<file path="src/rtl/ras_ckpt_pkg.sv">
// Shared core package: return-address-stack checkpoint type, sizing helpers
// and the per-cycle command decode used by ras_ckpt.
package ras_ckpt_pkg;

  localparam int RAS_DEPTH = 2;
  localparam int RAS_VLEN  = 64;

  function automatic int ras_ptr_w(input int depth);
    return (depth > 2) ? $clog2(depth) : 1;
  endfunction

  function automatic int ras_cnt_w(input int depth);
    return $clog2(depth + 1);
  endfunction

  localparam int RAS_PTRW = ras_ptr_w(RAS_DEPTH);
  localparam int RAS_CNTW = ras_cnt_w(RAS_DEPTH);

  typedef struct packed {
    logic [RAS_PTRW-1:0] ptr;
    logic [RAS_CNTW-1:0] cnt;
    logic [RAS_VLEN-1:0] top;
  } ras_ckpt_t;

  // REPLACE is push+pop on a non-empty stack: rewrite the top in place.
  typedef enum logic [2:0] {
    RAS_IDLE,
    RAS_FLUSH,
    RAS_RESTORE,
    RAS_PUSH,
    RAS_POP,
    RAS_REPLACE
  } ras_op_e;

  function automatic ras_op_e ras_decode(input logic flush, input logic restore,
                                         input logic push, input logic pop,
                                         input logic empty);
    if (flush)        return RAS_FLUSH;
    if (restore)      return RAS_RESTORE;
    if (push && pop)  return empty ? RAS_PUSH : RAS_REPLACE;
    if (push)         return RAS_PUSH;
    if (pop)          return RAS_POP;
    return RAS_IDLE;
  endfunction

endpackage

</file>
<file path="src/rtl/ras_ckpt.sv">
// Checkpointable return address stack: circular flip-flop storage with
// overwrite-oldest on overflow and single-cycle checkpoint restore.
module ras_ckpt
  import ras_ckpt_pkg::*;
#(
  parameter int  DEPTH  = RAS_DEPTH,
  parameter int  VLEN   = RAS_VLEN,
  parameter type ckpt_t = ras_ckpt_t
) (
  input  logic            clk_i,
  input  logic            rst_i,
  input  logic            flush_i,
  input  logic            push_i,
  input  logic [VLEN-1:0] push_addr_i,
  input  logic            pop_i,
  input  logic            restore_i,
  input  ckpt_t           restore_ckpt_i,
  output ckpt_t           ckpt_o,
  output logic            top_valid_o,
  output logic [VLEN-1:0] top_addr_o,
  output logic            overflow_o,
  output logic            underflow_o
);

  localparam int PTRW = ras_ptr_w(DEPTH);
  localparam int CNTW = ras_cnt_w(DEPTH);

  localparam logic [PTRW-1:0] PTR_LAST = PTRW'(DEPTH - 1);
  localparam logic [PTRW:0]   PTR_LIM  = (PTRW + 1)'(DEPTH);
  localparam logic [CNTW-1:0] CNT_FULL = CNTW'(DEPTH);

  typedef struct packed {
    logic [PTRW-1:0] ptr;
    logic [CNTW-1:0] cnt;
    logic [VLEN-1:0] top;
  } ckpt_local_t;

  logic [VLEN-1:0] r_mem [DEPTH];
  logic [PTRW-1:0] r_tos;
  logic [CNTW-1:0] r_cnt;
  logic            r_overflow;
  logic            r_underflow;

  ckpt_local_t     w_restore;
  ckpt_local_t     w_ckpt;
  ras_op_e         w_op;
  logic            w_empty;
  logic            w_full;
  logic [PTRW-1:0] w_tos_inc;
  logic [PTRW-1:0] w_tos_dec;
  logic [PTRW-1:0] w_rptr;
  logic [CNTW-1:0] w_rcnt;
  logic [PTRW-1:0] w_tos_nxt;
  logic [CNTW-1:0] w_cnt_nxt;
  logic            w_we;
  logic [PTRW-1:0] w_waddr;
  logic [VLEN-1:0] w_wdata;
  logic            w_ovf_nxt;
  logic            w_udf_nxt;
  logic [VLEN-1:0] w_top_entry;

  assign w_restore = ckpt_local_t'(restore_ckpt_i);

  assign w_empty   = (r_cnt == '0);
  assign w_full    = (r_cnt == CNT_FULL);
  assign w_tos_inc = (r_tos == PTR_LAST) ? '0 : r_tos + PTRW'(1);
  assign w_tos_dec = (r_tos == '0) ? PTR_LAST : r_tos - PTRW'(1);

  // A checkpoint pointer can encode values >= DEPTH when DEPTH is not a power
  // of two; fold it back so the storage index always stays in range.
  assign w_rptr = ({1'b0, w_restore.ptr} >= PTR_LIM) ? w_restore.ptr - PTR_LIM[PTRW-1:0]
                                                     : w_restore.ptr;
  assign w_rcnt = (w_restore.cnt > CNT_FULL) ? CNT_FULL : w_restore.cnt;

  assign w_op = ras_decode(flush_i, restore_i, push_i, pop_i, w_empty);

  always_comb begin
    // NOTE: every signal gets a default before the case so no path leaves it
    // unassigned; that is what keeps this block free of inferred latches.
    w_tos_nxt = r_tos;
    w_cnt_nxt = r_cnt;
    w_we      = 1'b0;
    w_waddr   = r_tos;
    w_wdata   = push_addr_i;
    w_ovf_nxt = 1'b0;
    w_udf_nxt = 1'b0;
    unique case (w_op)
      RAS_FLUSH: begin
        w_tos_nxt = '0;
        w_cnt_nxt = '0;
      end
      RAS_RESTORE: begin
        w_tos_nxt = w_rptr;
        w_cnt_nxt = w_rcnt;
        w_we      = 1'b1;
        w_waddr   = w_rptr;
        w_wdata   = w_restore.top;
      end
      RAS_PUSH: begin
        w_tos_nxt = w_tos_inc;
        w_cnt_nxt = w_full ? r_cnt : r_cnt + CNTW'(1);
        w_we      = 1'b1;
        w_waddr   = w_tos_inc;
        w_ovf_nxt = w_full;
      end
      RAS_POP: begin
        if (w_empty) begin
          w_udf_nxt = 1'b1;
        end else begin
          w_tos_nxt = w_tos_dec;
          w_cnt_nxt = r_cnt - CNTW'(1);
        end
      end
      RAS_REPLACE: begin
        w_we = 1'b1;
      end
      default: ;
    endcase
  end

  always_ff @(posedge clk_i) begin
    if (rst_i) begin
      r_tos       <= '0;
      r_cnt       <= '0;
      r_overflow  <= 1'b0;
      r_underflow <= 1'b0;
      // NOTE: the storage is cleared on reset so the top/checkpoint outputs
      // read zero afterwards; flush deliberately leaves the entries intact.
      for (int i = 0; i < DEPTH; i++) r_mem[i] <= '0;
    end else begin
      // NOTE: non-blocking assignments here so every register updates from
      // the same pre-edge values regardless of statement order.
      r_tos       <= w_tos_nxt;
      r_cnt       <= w_cnt_nxt;
      r_overflow  <= w_ovf_nxt;
      r_underflow <= w_udf_nxt;
      if (w_we) r_mem[w_waddr] <= w_wdata;
    end
  end

  assign w_top_entry = r_mem[r_tos];
  assign top_valid_o = ~w_empty;
  assign top_addr_o  = w_empty ? '0 : w_top_entry;
  assign overflow_o  = r_overflow;
  assign underflow_o = r_underflow;

  assign w_ckpt = '{ptr: r_tos, cnt: r_cnt, top: w_top_entry};
  assign ckpt_o = ckpt_t'(w_ckpt);

endmodule

</file>
<file path="config.mk">
export PLATFORM = sky130hd
export DESIGN_NAME = ras_ckpt
export DESIGN_NICKNAME = d
export VERILOG_FILES = /design/src/rtl/ras_ckpt_pkg.sv /design/src/rtl/ras_ckpt.sv
export SDC_FILE = /design/constraint.sdc
export NUM_CORES = 1
export LEC_CHECK = 0
export ABC_AREA = 1
export BUFFER_PORTS_ARGS = -buffer_cell sky130_fd_sc_hd__buf_2
export CAP_MARGIN = 10
export CELL_PAD_IN_SITES_DETAIL_PLACEMENT = 0
export CELL_PAD_IN_SITES_GLOBAL_PLACEMENT = 2
export CORE_MARGIN = 2
export CORE_UTILIZATION = 28
export DETAILED_ROUTE_END_ITERATION = 8
export PLACE_DENSITY_LB_ADDON = 0.05
export RECOVER_POWER = 50
export SYNTH_ARGS = -nofsm -noshare
export SYNTH_HDL_FRONTEND = slang
export SYNTH_SLANG_ARGS = --single-unit
</file>
<file path="constraint.sdc">
create_clock -name clk_i -period 4.04 [get_ports clk_i]
set_input_delay 0.202 -clock clk_i [delete_from_list [all_inputs] [get_ports clk_i]]
set_output_delay 0.202 -clock clk_i [all_outputs]
set_load 0.005 [all_outputs]
</file>
==> flow_metrics.tcl, run 1 <==
set metrics [dict create \
    p_int_uw 3070 \
    overflow 0 \
    status "complete, but fails checks" \
    wl_um 19900 \
    timing.hold.ws_ps 50.1 \
    clkSinkCount 134 \
    drtAntennaViolNets 0 \
    rows 56 \
    setup_violations 0 \
    period_needed_ps 2970 \
    maxSlewHeadroom_pct -16.7 \
    antenna_found_initial 0 \
    cp_cell_sequence "inv_1 -> nand2_1 -> nor2_1 -> nor2_1 -> nor2_4 -> nand2_1 -> nand2_1 -> nand3_1 -> clkbuf_2 -> nor2_1" \
    syn_inst 694 \
    multi_input_area_mm2 0.00242 \
    power_density_mw_per_mm2 461 \
    diodes 0 \
    path_delay_family "buffers and inverters" \
    yosys-top-cells-count "221 x nand2_1, 137 x nor2_1, 128 x edfxtp_1, 69 x a21oi_1, 64 x mux2i_1" \
    grt_pass1_vias 5498 \
    grt_util_all_layers_pct 15.5 \
    worst_clock_skew_ps 8.95 \
    drc 0 \
    drive_gt1_share_pct 25.1 \
    yosysTopAreaCell "edfxtp_1" \
    hpwl_um 12700 \
    ys.flop_type "edfxtp_1" \
    regArea_mm2 0.00396 \
    hold_buffers 0 \
    final_util_pct 37.6 \
    cp-start-kind "register" \
    wl_met2_um 10200 \
    initial_utilization_pct 28.5 \
    worstPathRequired_ps 4130 \
    power_switching_uw 1000 \
    cts_tree "yes" \
    slew_viol_final 326 \
    cp_max_fo 64 \
    critPathArrivalTime_ps 3060 \
    worstHoldPathType "in -> reg" \
    p_total_uw 4070 \
    fin_crit_sh_pct 73.5 \
    ys_types 21 \
    cts_buffers 17 \
    synth_top_area_share_pct 57.4 \
    cts_root_buf "clkbuf_16" \
    nets 1085 \
    cts_setup_buffers 0 \
    power_frac_comb_pct 15.3 \
    synth_area_per_cell_um2 9.64 \
    dr_total_vias 5646 \
    coreArea_mm2 0.0235 \
    syn-cell-area_mm2 0.00669 \
    clock_power_share_pct 44.1 \
    port-buffer-count 270 \
    die_x_um 159 \
    top_layer_used "met4" \
    initialDrtViolationCount 343 \
    drt_first_pass_iters 4 \
    grt_pass1_wl_um 29200 \
    hold_viol 0 \
    critPathSlowestCell "clkbuf_2" \
    synth_seq_area_share_pct 59.2 \
    ys_warn_count 0 \
    endpoint_kind "register" \
    ys_ff_latch 134 \
    reg2regPathDepth 10 \
    seq_power_share_pct 40.7 \
    synth_fp_nets 831 \
    async_flop_share_pct 0 \
    cts_max_path_buffers 2 \
    wl_met1_um 8350 \
    synth_most_common_cell "nand2_1" \
    cts.repair.resized 0 \
    critical_path_buf_inv_count 2 \
    max_slew.worst_pin.slew_ps 1740 \
    yosys-top-cells-area "edfxtp_1 57%, nand2_1 12%, mux2i_1 9.6%" \
    die_y_um 159 \
    clkTransAtPathRegs_ps 60 \
    rsz0062_at_grt "no" \
    wl_per_cell_um 15.6 \
    hold_path_depth 2 \
    gp_congestion 0.773 \
    setup_tns_ps 0 \
    syn2layout_area_growth_pct 31.8 \
    htreeDepth 4 \
    nFillCells 2432 \
    critical_path_class "reg -> reg" \
    cap_violations 5 \
    grt_max_degree 66 \
    cp_num_cells 10 \
    violations "max-capacitance violations, max-slew violations" \
    ir_worst_vdd_v 0.000248 \
    synth_edf_count 128 \
    max_stage_delay_ps 1230 \
    drt-vias-per-instance 4.41 \
    dieArea_mm2 0.0252 \
    clkLatencyLatePin_ps 410 \
    timing.fmax_ghz 0.337 \
    met3_length_um 1190 \
    leakagePower_uw 0.00393 \
    switching_share_pct 24.7 \
    num_io_pins 271 \
]
worst reg2reg max path: cells and delay by family (launching register included):
family                 cells  cell delay (ps)
buffers and inverters      2             1320
AND/OR/NAND/NOR            8              880
flip-flops                 1              460
sequential cells by signal, indices dropped and copies added (netlist names), named ones only:
register	cells
r_mem	128
r_cnt	2
overflow_o	1
r_tos	1
underflow_o	1
layout by cell type, fill, tap and decap left out:
master,count
nor2_4,2
dfxtp_1,6
nand3b_1,1
or2_2,1
nor3_1,1
mux2i_1,64
clkinvlp_4,3
inv_2,2
nand4_1,1
buf_4,3
nand2_2,1
buf_2,195
o21ai_0,2
nand2_1,219
inv_1,13
nand2_4,1
clkinv_1,1
nor2_1,137
clkbuf_2,7
clkinv_4,2
clkbuf_16,17
edfxtp_1,128
clkbuf_1,73
bufinv_16,7
a21oi_1,69
nand3_1,4
cells by family (layout without fill, tap and decap cells):
| group | count (synthesis) | after routing | share of synthesized area [%] |
|---|---|---|---|
| buf+inv | 57 | 323 | 4.88 |
| compound gates | 71 | 71 | 5.31 |
| simple gates | 368 | 368 | 21.0 |
| mux | 64 | 64 | 9.57 |
| flops | 134 | 134 | 59.2 |
cell type report:
cell class / count / area share, %
multi-input cells: 503 / 27.4
flip-flops and latches: 134 / 44.9
inverters: 15 / 0.638
well taps: 319 / 4.52
clock buffers: 18 / 4.86
repair buffers: 277 / 14.8
clock inverters: 13 / 2.88
layer usage:
| layer | global-route usage (%) | vias up |
|---|---|---|
| li1 | - | 2829 |
| met1 | 18.8 | 2635 |
| met2 | 27.6 | 169 |
| met3 | 3.21 | 13 |
| met4 | 4.68 | 0 |
| met5 | 0 | - |
worst paths after layout:
kind,slack (ps),start,endpoint
max,1070,r_cnt[0],r_mem[1][28]
min,50,rst_i,r_cnt[0]
max reg2reg,1070,r_cnt[0],r_mem[1][28]
min reg2reg,540,r_tos,register
power by group through the flow:
stage	registers, µW	logic (µW)	clock network (µW)
finish	1660	622	1790
global route	1660	701	1890
CTS	1660	658	1830
detailed placement	1680	657	0
global placement	1680	652	0
floorplan	1680	352	0
per-stage QoR:
stage	area (µm²)	setup slack, ps	cells
global route	8820	787	1279
detailed placement	8260	1630	1248
CTS	8950	1530	1279
floorplan	6690	937	694
global placement	8260	1690	1248
finish	8820	1070	1279
Power figures use the tool's default switching activity.
==> inputs of run 2 (changes only) <==
--- a/config.mk
+++ b/config.mk
@@ -5,7 +5,7 @@
 export SDC_FILE = /design/constraint.sdc
 export NUM_CORES = 1
 export LEC_CHECK = 0
-export ABC_AREA = 1
+export ABC_AREA = 0
 export BUFFER_PORTS_ARGS = -buffer_cell sky130_fd_sc_hd__buf_2
 export CAP_MARGIN = 10
 export CELL_PAD_IN_SITES_DETAIL_PLACEMENT = 0
==> constraint.sdc (replaced) <==
create_clock -name clk_i -period 2.6 [get_ports clk_i]
set_input_delay 0.13 -clock clk_i [delete_from_list [all_inputs] [get_ports clk_i]]
set_output_delay 0.13 -clock clk_i [all_outputs]
set_load 0.005 [all_outputs]
==> flow_metrics.tcl, run 2 <==
set metrics [dict create \
    syn-cell-area_mm2 0.00706 \
    setup_violations 0 \
    wl_met2_um 9320 \
    drt_first_pass_iters 4 \
    initial_utilization_pct 28.3 \
    cts_root_buf "clkbuf_16" \
    drt-vias-per-instance 4.32 \
    endpoint_kind "output pin" \
    rsz0062_at_grt "no" \
    timing.fmax_ghz 0.407 \
    grt_pass1_vias 5067 \
    synth_edf_count 128 \
    syn2layout_area_growth_pct 32.0 \
    async_flop_share_pct 0 \
    met3_length_um 1020 \
    cp_max_fo 25 \
    yosys-top-cells-area "edfxtp_1 54%, mux2_2 10%, mux2i_1 9.2%" \
    die_y_um 163 \
    dr_total_vias 4941 \
    num_io_pins 271 \
    leakagePower_uw 0.00391 \
    period_needed_ps 2460 \
    hpwl_um 13000 \
    synth_top_area_share_pct 54.4 \
    drive_gt1_share_pct 44.4 \
    worstHoldPathType "in -> reg" \
    grt_util_all_layers_pct 13.8 \
    clkSinkCount 134 \
    slew_viol_final 0 \
    largest_reg_flops 128 \
    power_density_mw_per_mm2 630 \
    synth_fp_nets 677 \
    layout_commonest_cell "buf_2" \
    dieArea_mm2 0.0265 \
    htreeDepth 4 \
    drtAntennaViolNets 0 \
    reg.largest.list "r_mem x128, r_cnt x2" \
    layout_common_cells "254 x buf_2, 128 x edfxtp_1, 91 x nor2_1, 65 x mux2i_1, 58 x and2_1" \
    fin_cells 1145 \
    clkLatencyLatePin_ps 410 \
    cts_tree "yes" \
    antenna_found_initial 0 \
    critPathArrivalTime_ps 2330 \
    ys.flop_type "edfxtp_1" \
    diodes 0 \
    worstPathRequired_ps 2470 \
    max_slew.worst_pin.slew_ps 796 \
    cap_violations 0 \
    top_layer_used "met4" \
    cts.repair.resized 0 \
    overflow 0 \
    cts_buffers 17 \
    cp-start-kind "register" \
    hold_viol 0 \
    wl_per_cell_um 16.1 \
    ys_warn_count 0 \
    clkTransAtPathRegs_ps 60 \
    port-buffer-count 270 \
    synth_most_common_cell "edfxtp_1" \
    placed_cells 1112 \
    initialDrtViolationCount 141 \
    wl_um 18400 \
    largest_register "r_mem" \
    ys_types 41 \
    drc 0 \
    grt_max_degree 65 \
    nets 939 \
    syn_inst 540 \
    setup_tns_ps 0 \
    wl_met1_um 7910 \
    ys_ff_latch 134 \
    yosys-top-cells-count "128 x edfxtp_1, 91 x nor2_1, 65 x mux2i_1, 64 x and2_1, 64 x mux2_2" \
    rows 58 \
    die_x_um 163 \
    synth_area_per_cell_um2 13.1 \
    critical_path_class "reg -> out" \
    status "finished, final reports clean" \
    cts_max_path_buffers 2 \
    maxSlewHeadroom_pct 46.9 \
    ir_worst_vdd_v 0.000441 \
    worst_clock_skew_ps 9.74 \
    synth_seq_area_share_pct 56.1 \
    yosysTopAreaCell "edfxtp_1" \
    fin_crit_sh_pct 94.5 \
    grt_pass1_wl_um 27700 \
    gp_congestion 0.708 \
    coreArea_mm2 0.0250 \
    timing.hold.ws_ps 33.8 \
]
run 2: cell count changes after synthesis, sizes merged, moves of 7 or more:
| cell | before | now |
|---|---|---|
| nand2 | 221 | 1 |
| a21oi | 69 | 2 |
| and2 | 0 | 64 |
| mux2 | 0 | 64 |
| inv | 15 | 4 |
| buf | 31 | 23 |
| nor2 | 139 | 132 |
run 2: final cells by class:
type,count,area (µm²)
Inverter,4,15.0
Multi-Input combinational cell,362,2860
Fill cell,2541,15600
Clock buffer,18,429
Timing Repair Buffer,283,1490
Tap cell,330,413
Sequential cell,134,3970
Clock inverter,14,154
run 2: final timing paths:
kind / startpoint / end / slack [ps] / cells past startpoint
worst min register to register: r_tos / register / 580 / 2
worst max-delay path: register / top_addr_o[46] / 140 / 4
worst min-delay path: pop_i / underflow_o / 30 / 3
worst max register to register: r_cnt[0] / r_mem[0][31] / 180 / 5
run 2: where the power goes:
part,total (µW),internal [µW],switching [µW]
registers,2580,2530,48.2
logic,940,424,516
clock network,2350,1420,936
run 2: cells by family after synthesis:
family	after synthesis	share of synthesized area [%]
xor gates and xnor gates	3	0.372
DFF	134	56.1
buffers and inverters	44	3.81
AOI/OAI and AO/OA	14	1.42
and+or+nand+nor	216	18.8
muxes	129	19.4
run 2: worst max-delay path, stage by stage (launching register included):
cell	delay (ps)
dfxtp_2	790
buf_4	380
mux2_1	420
and2_1	180
buf_2	120
run 2: timing repair:
action / 4_1_cts / 5_1_grt
hold buffers: 1 / 0
hold endpoints to repair: 3 / 0
setup buffers: 0 / 0
run 2: routing by layer:
| metal | GRT usage (%) | up-vias |
|---|---|---|
| met2 | 24.4 | 147 |
| met1 | 16.9 | 2349 |
| li1 | - | 2433 |
| met5 | 0 | - |
| met3 | 3.57 | 12 |
| met4 | 2.90 | 0 |
run 2: through the flow:
stage / total power (µW) / utilization, % / instance area, µm² / worst slack [ps]
final: 5870 / 37.3 / 9320 / 144
after global routing: 6150 / 37.3 / 9320 / 19.5
after CTS: 6020 / 37.6 / 9380 / 219
after detailed placement: 3630 / 35.2 / 8790 / 235
after global placement: 3620 / 35.2 / 8790 / 319
after floorplan: 3170 / - / 7070 / 179
